`src/rtl/debounce_pkg.sv`:
```
// Shared types and helpers for the debounce/strobe input conditioner.
package debounce_pkg;

  typedef enum logic {
    IDLE = 1'b0,
    QUAL = 1'b1
  } dbs_state_t;

  function automatic int cnt_width(input int stable);
    return $clog2(stable + 1);
  endfunction

endpackage

```
`src/rtl/bit_sync2.sv`:
```
// Two-flop synchroniser for a single asynchronous bit; resets to 0.
module bit_sync2 (
  input  logic clk,
  input  logic reset,
  input  logic io_in,
  output logic io_out
);

  logic s1_q, s2_q;

  always_ff @(posedge clk) begin
    if (reset) begin
      s1_q <= 1'b0;
      s2_q <= 1'b0;
    end else begin
      s1_q <= io_in;
      s2_q <= s1_q;
    end
  end

  assign io_out = s2_q;

endmodule

```
`src/rtl/debounce_strobe.sv`:
```
// Debounces one raw bit and emits the accepted level with a one-cycle enable
// strobe for a downstream enable-gated flop; counts aborted transitions.
module debounce_strobe
  import debounce_pkg::*;
#(
  parameter int STABLE_CYCLES = 4,
  parameter int GLITCH_W      = 8
) (
  input  logic                clk,
  input  logic                reset,
  input  logic                io_raw,
  output logic                io_D,
  output logic                io_EN,
  output logic                io_busy,
  output logic [GLITCH_W-1:0] io_glitches
);

  localparam int          CW       = cnt_width(STABLE_CYCLES);
  localparam logic [CW-1:0] CNT_LAST = CW'(STABLE_CYCLES - 1);

  logic                s;
  dbs_state_t          state_q;
  logic [CW-1:0]       cnt_q;
  logic                d_q, en_q;
  logic [GLITCH_W-1:0] glitch_q;

  bit_sync2 u_sync (
    .clk   (clk),
    .reset (reset),
    .io_in (io_raw),
    .io_out(s)
  );

  always_ff @(posedge clk) begin
    if (reset) begin
      state_q  <= IDLE;
      cnt_q    <= '0;
      d_q      <= 1'b0;
      en_q     <= 1'b0;
      glitch_q <= '0;
    end else if (s != d_q) begin
      if (cnt_q == CNT_LAST && !en_q) begin
        d_q     <= s;
        en_q    <= 1'b1;
        cnt_q   <= '0;
        state_q <= IDLE;
      end else if (cnt_q == CNT_LAST) begin
        // Only reachable with a single-cycle window: defer one cycle so the
        // strobe never stays high on back-to-back edges.
        en_q    <= 1'b0;
      end else begin
        cnt_q   <= cnt_q + 1'b1;
        state_q <= QUAL;
        en_q    <= 1'b0;
      end
    end else begin
      en_q <= 1'b0;
      if (state_q == QUAL) begin
        cnt_q   <= '0;
        state_q <= IDLE;
        if (glitch_q != '1) glitch_q <= glitch_q + 1'b1;
      end
    end
  end

  assign io_D        = d_q;
  assign io_EN       = en_q;
  assign io_busy     = (state_q == QUAL);
  assign io_glitches = glitch_q;

endmodule

```
`config.mk`:
```
export PLATFORM = sky130hd
export DESIGN_NAME = debounce_strobe
export DESIGN_NICKNAME = d
export VERILOG_FILES = /design/src/rtl/debounce_pkg.sv /design/src/rtl/bit_sync2.sv /design/src/rtl/debounce_strobe.sv
export SDC_FILE = /design/constraint.sdc
export NUM_CORES = 1
export LEC_CHECK = 0
export CORE_MARGIN = 2
export CORE_UTILIZATION = 48
export DETAILED_ROUTE_END_ITERATION = 8
export PLACE_DENSITY = 0.8
export SYNTH_ARGS = -nofsm -noshare
export SYNTH_HDL_FRONTEND = slang
export SYNTH_SLANG_ARGS = --single-unit
```
`constraint.sdc`:
```
create_clock -name clk -period 1.7 [get_ports clk]
set_clock_uncertainty 0.1 [all_clocks]
set_input_delay 0.51 -clock clk [delete_from_list [all_inputs] [get_ports clk]]
set_output_delay 0.51 -clock clk [all_outputs]
set_load 0.05 [all_outputs]
```
==> impl_results.md <==
* Gr usage total at 0.215
* Top post-synthesis cells by count: dfxtp_1 (16), nor2_1 (9), a21oi_1 (6), mux2i_1 (4)
* Synth Area in XOR/XNOR at 0.0626
* Layout cell share with drive strength beyond 1 at 0.287
* Unrepaired setup endpoints after global routing: no
* Lkg Pwr at roughly 0.44 nW
* H-tree depth at 1
* DRC Markers at 0
* Synth Area in Simple Gates at 0.256
* Die W at ~43 um
* Crit-path max cell delay at around 420 ps
* Detailed placement HPWL at around 1300 um
* Final Hold Viols at 0
* Async set-reset flop share out of synthesis at 0
* Post-synthesis sequential area ratio at 0.445
* Crit path max-delay family: simple AND/OR/NAND/NOR gates
* Status: completed
* Die area at 1820 um^2
* Seq cells post-synth at 16
* GR peak layer: met2
* Postcts setup bufs at 0
* DP Area at approximately 1000 um^2
* Clk slew on worst S/H paths at about 90 ps
* Ys flop type: dfxtp_1
* Initial antenna violation count at 0
* Critical path class: reg -> reg
* CP cell instances: ha_4 > nand4_1 > o211ai_4 > or4_1 > a21oi_1
* Clock buffer count from CTS at 3
* Sw Pwr at 0.000144 W
* Fin Hold WS at about 350 ps
* TritonCTS clock tree: done
* Area of the mapped netlist at 719 um^2
* Fin nets at between 100 and 150
* Global route overflow at 0
* Synth Warn # at 0
* Post-synth EDFFs at 0
* WP buf/inv at 0
* Logic gate share of total power at 0.074
* First-pass GRT wire length at approximately 2900 um
* Number of DRC markers in iteration 0 at 11
* Post-layout min period at 1590 ps
* Syn Area/Cell at 9.72 um^2
* Die H at around 43 um
* Max-cap viol count at 0
* Vias in the first global route at ~620
* Detailed Routing Iterations Pass 1 at 4
* Critical Path End Type: register
* Area grow syn2layout at 47.0%
* Synth top area cells: dfxtp_1 (45%), mux2i_1 (5.6%), nor2_1 (4.7%)
* Cts hold-fix bufs at 0
* Worst rel slew slack at 0.803
* RePlAce Congestion at around 0.75
* Root buffer cell: clkbuf_4
* Top cell type by total area after synthesis: dfxtp_1
* Met1 Use GR at 0.247
* HP Class: reg -> reg
* Adder-Cell Fraction of Synth Area at 0.0348
* Setup TNS at 0 ps
* Clk pwr share at 0.313
* CTS resizes at 0
* Sink Count at 16
* Top cell type's share of synthesized area at 0.445
* Post-Layout Cell Count at ~110
* Slowest-stage cell, CP: or4_1
* PortBufs at 13
* Final WL at 1740 um
* Starting Density at 0.533
* Site Rows at 13
* Sw frac at 0.230
* Clk buf depth at 2
* Largest net degree at the start of global routing at 11
* Largest family of logic cells by synthesized area: simple AND/OR/NAND/NOR gates
* Ant. Diodes at 0
* Internal Pwr Total at 0.000483 W
* Post-Syn Nets at around 80
* Pwr/cell area at a little under 600 nW/um^2
* Final setup vio count at 0
* Routed len/inst at 16.0 um
* Clk Latency, worst-skew pair at ~280 ps
* Cells after synthesis at 74
* Multiplexer share of the synthesized area at 0.0713
* Vias post-DR at approximately 640
* Critical Path RT at roughly 1800 ps
* Vias per cell at between 5 and 6
* Compound-Gate Fraction of Synth Area at 0.125
* Design area at 1060 um^2
* Met2 global-route usage at 0.367
* Final ANT Viol Nets at 0
* Final max-slew violation count at 0
* Most frequent cell after synthesis: dfxtp_1
* Maximum vdd ir drop at around 0.57 mV
* Yosys cell types at 28
* IO Count at 14
* Core area at ~1400 um^2
* Final period utilization at 0.935
* Setup crit start kind: register
* Final core occ at 0.783
* Met3 usage at 0.0723
* Worst Path Max Fanout at 8
* Part of the power in registers at 0.613
* Dpl cells at 106
* Slew @ Worst Pin at 295 ps
* WP data arrival at between 1500 and 2000 ps
* Max Freq at 0.629 GHz
-- placed cells by master (no fill, tap or decap), types with 2 or more instances in the layout --
cell type	instances
nand4_1	3
clkdlybuf4s50_1	2
nor2_1	9
nor3_1	2
dfxtp_4	2
nand2_1	3
dfxtp_2	2
buf_12	11
mux2i_1	4
nand2b_1	3
xor2_1	2
clkbuf_4	3
dfxtp_1	12
a21oi_1	6
nor2b_1	3
nand3_1	2
or3_1	2
o21ai_0	3
buf_4	5
-- worst paths after layout --
kind	startpoint	to	slack (ps)	depth (start not counted)
worst max-delay path	io_glitches[0]	io_glitches[5]	110	5
worst max register to register	io_glitches[0]	io_glitches[5]	110	5
worst min-delay path	u_sync.s1_q	u_sync.io_out	350	1
worst min register to register	u_sync.s1_q	u_sync.io_out	350	1
-- power groups by stage --
stage                logic, W  clock network (W)  registers [W]
CTS                 0.0000463           0.000201       0.000387
floorplan           0.0000185                  0       0.000399
finish              0.0000464           0.000196       0.000385
global route        0.0000500           0.000224       0.000386
global placement    0.0000442                  0       0.000395
detailed placement  0.0000461                  0       0.000396
-- stage by stage --
| stage | setup slack (ps) | power, W |
|---|---|---|
| after floorplan | -0.431 | 0.000418 |
| after global placement | 161 | 0.000439 |
| after detailed placement | 90.8 | 0.000442 |
| after CTS | 27.4 | 0.000634 |
| after global routing | 42.4 | 0.000660 |
| final | 111 | 0.000628 |
-- area by class of cell --
class                   count  area, um^2
multi-input cells          57         408
flip-flops and latches     16         330
repair buffers             18         278
well taps                  15        18.8
clock buffers               3        22.5
fillers                    91         293
-- sequential cells by signal, summed over array words and instances, names as in the netlist --
name	count
u_sync.s1_q	1
io_D	1
io_EN	1
u_sync.io_out	1
io_glitches	8
io_busy	1
cnt_q	3
-- routing by layer --
metal,share of wire,vias up
li1,-,314
met1,0.42,303
met2,0.54,16
met3,0.039,2
met4,0.0086,0
met5,0,-
-- cells by family after synthesis --
family                     Yosys count
and+or+nand+nor                     34
DFF                                 16
AOI/OAI and AO/OA                   13
muxes                                5
xor gates and xnor gates             3
adders and majority gates            2
buffers and inverters                1
Power figures use the tool's default switching activity.
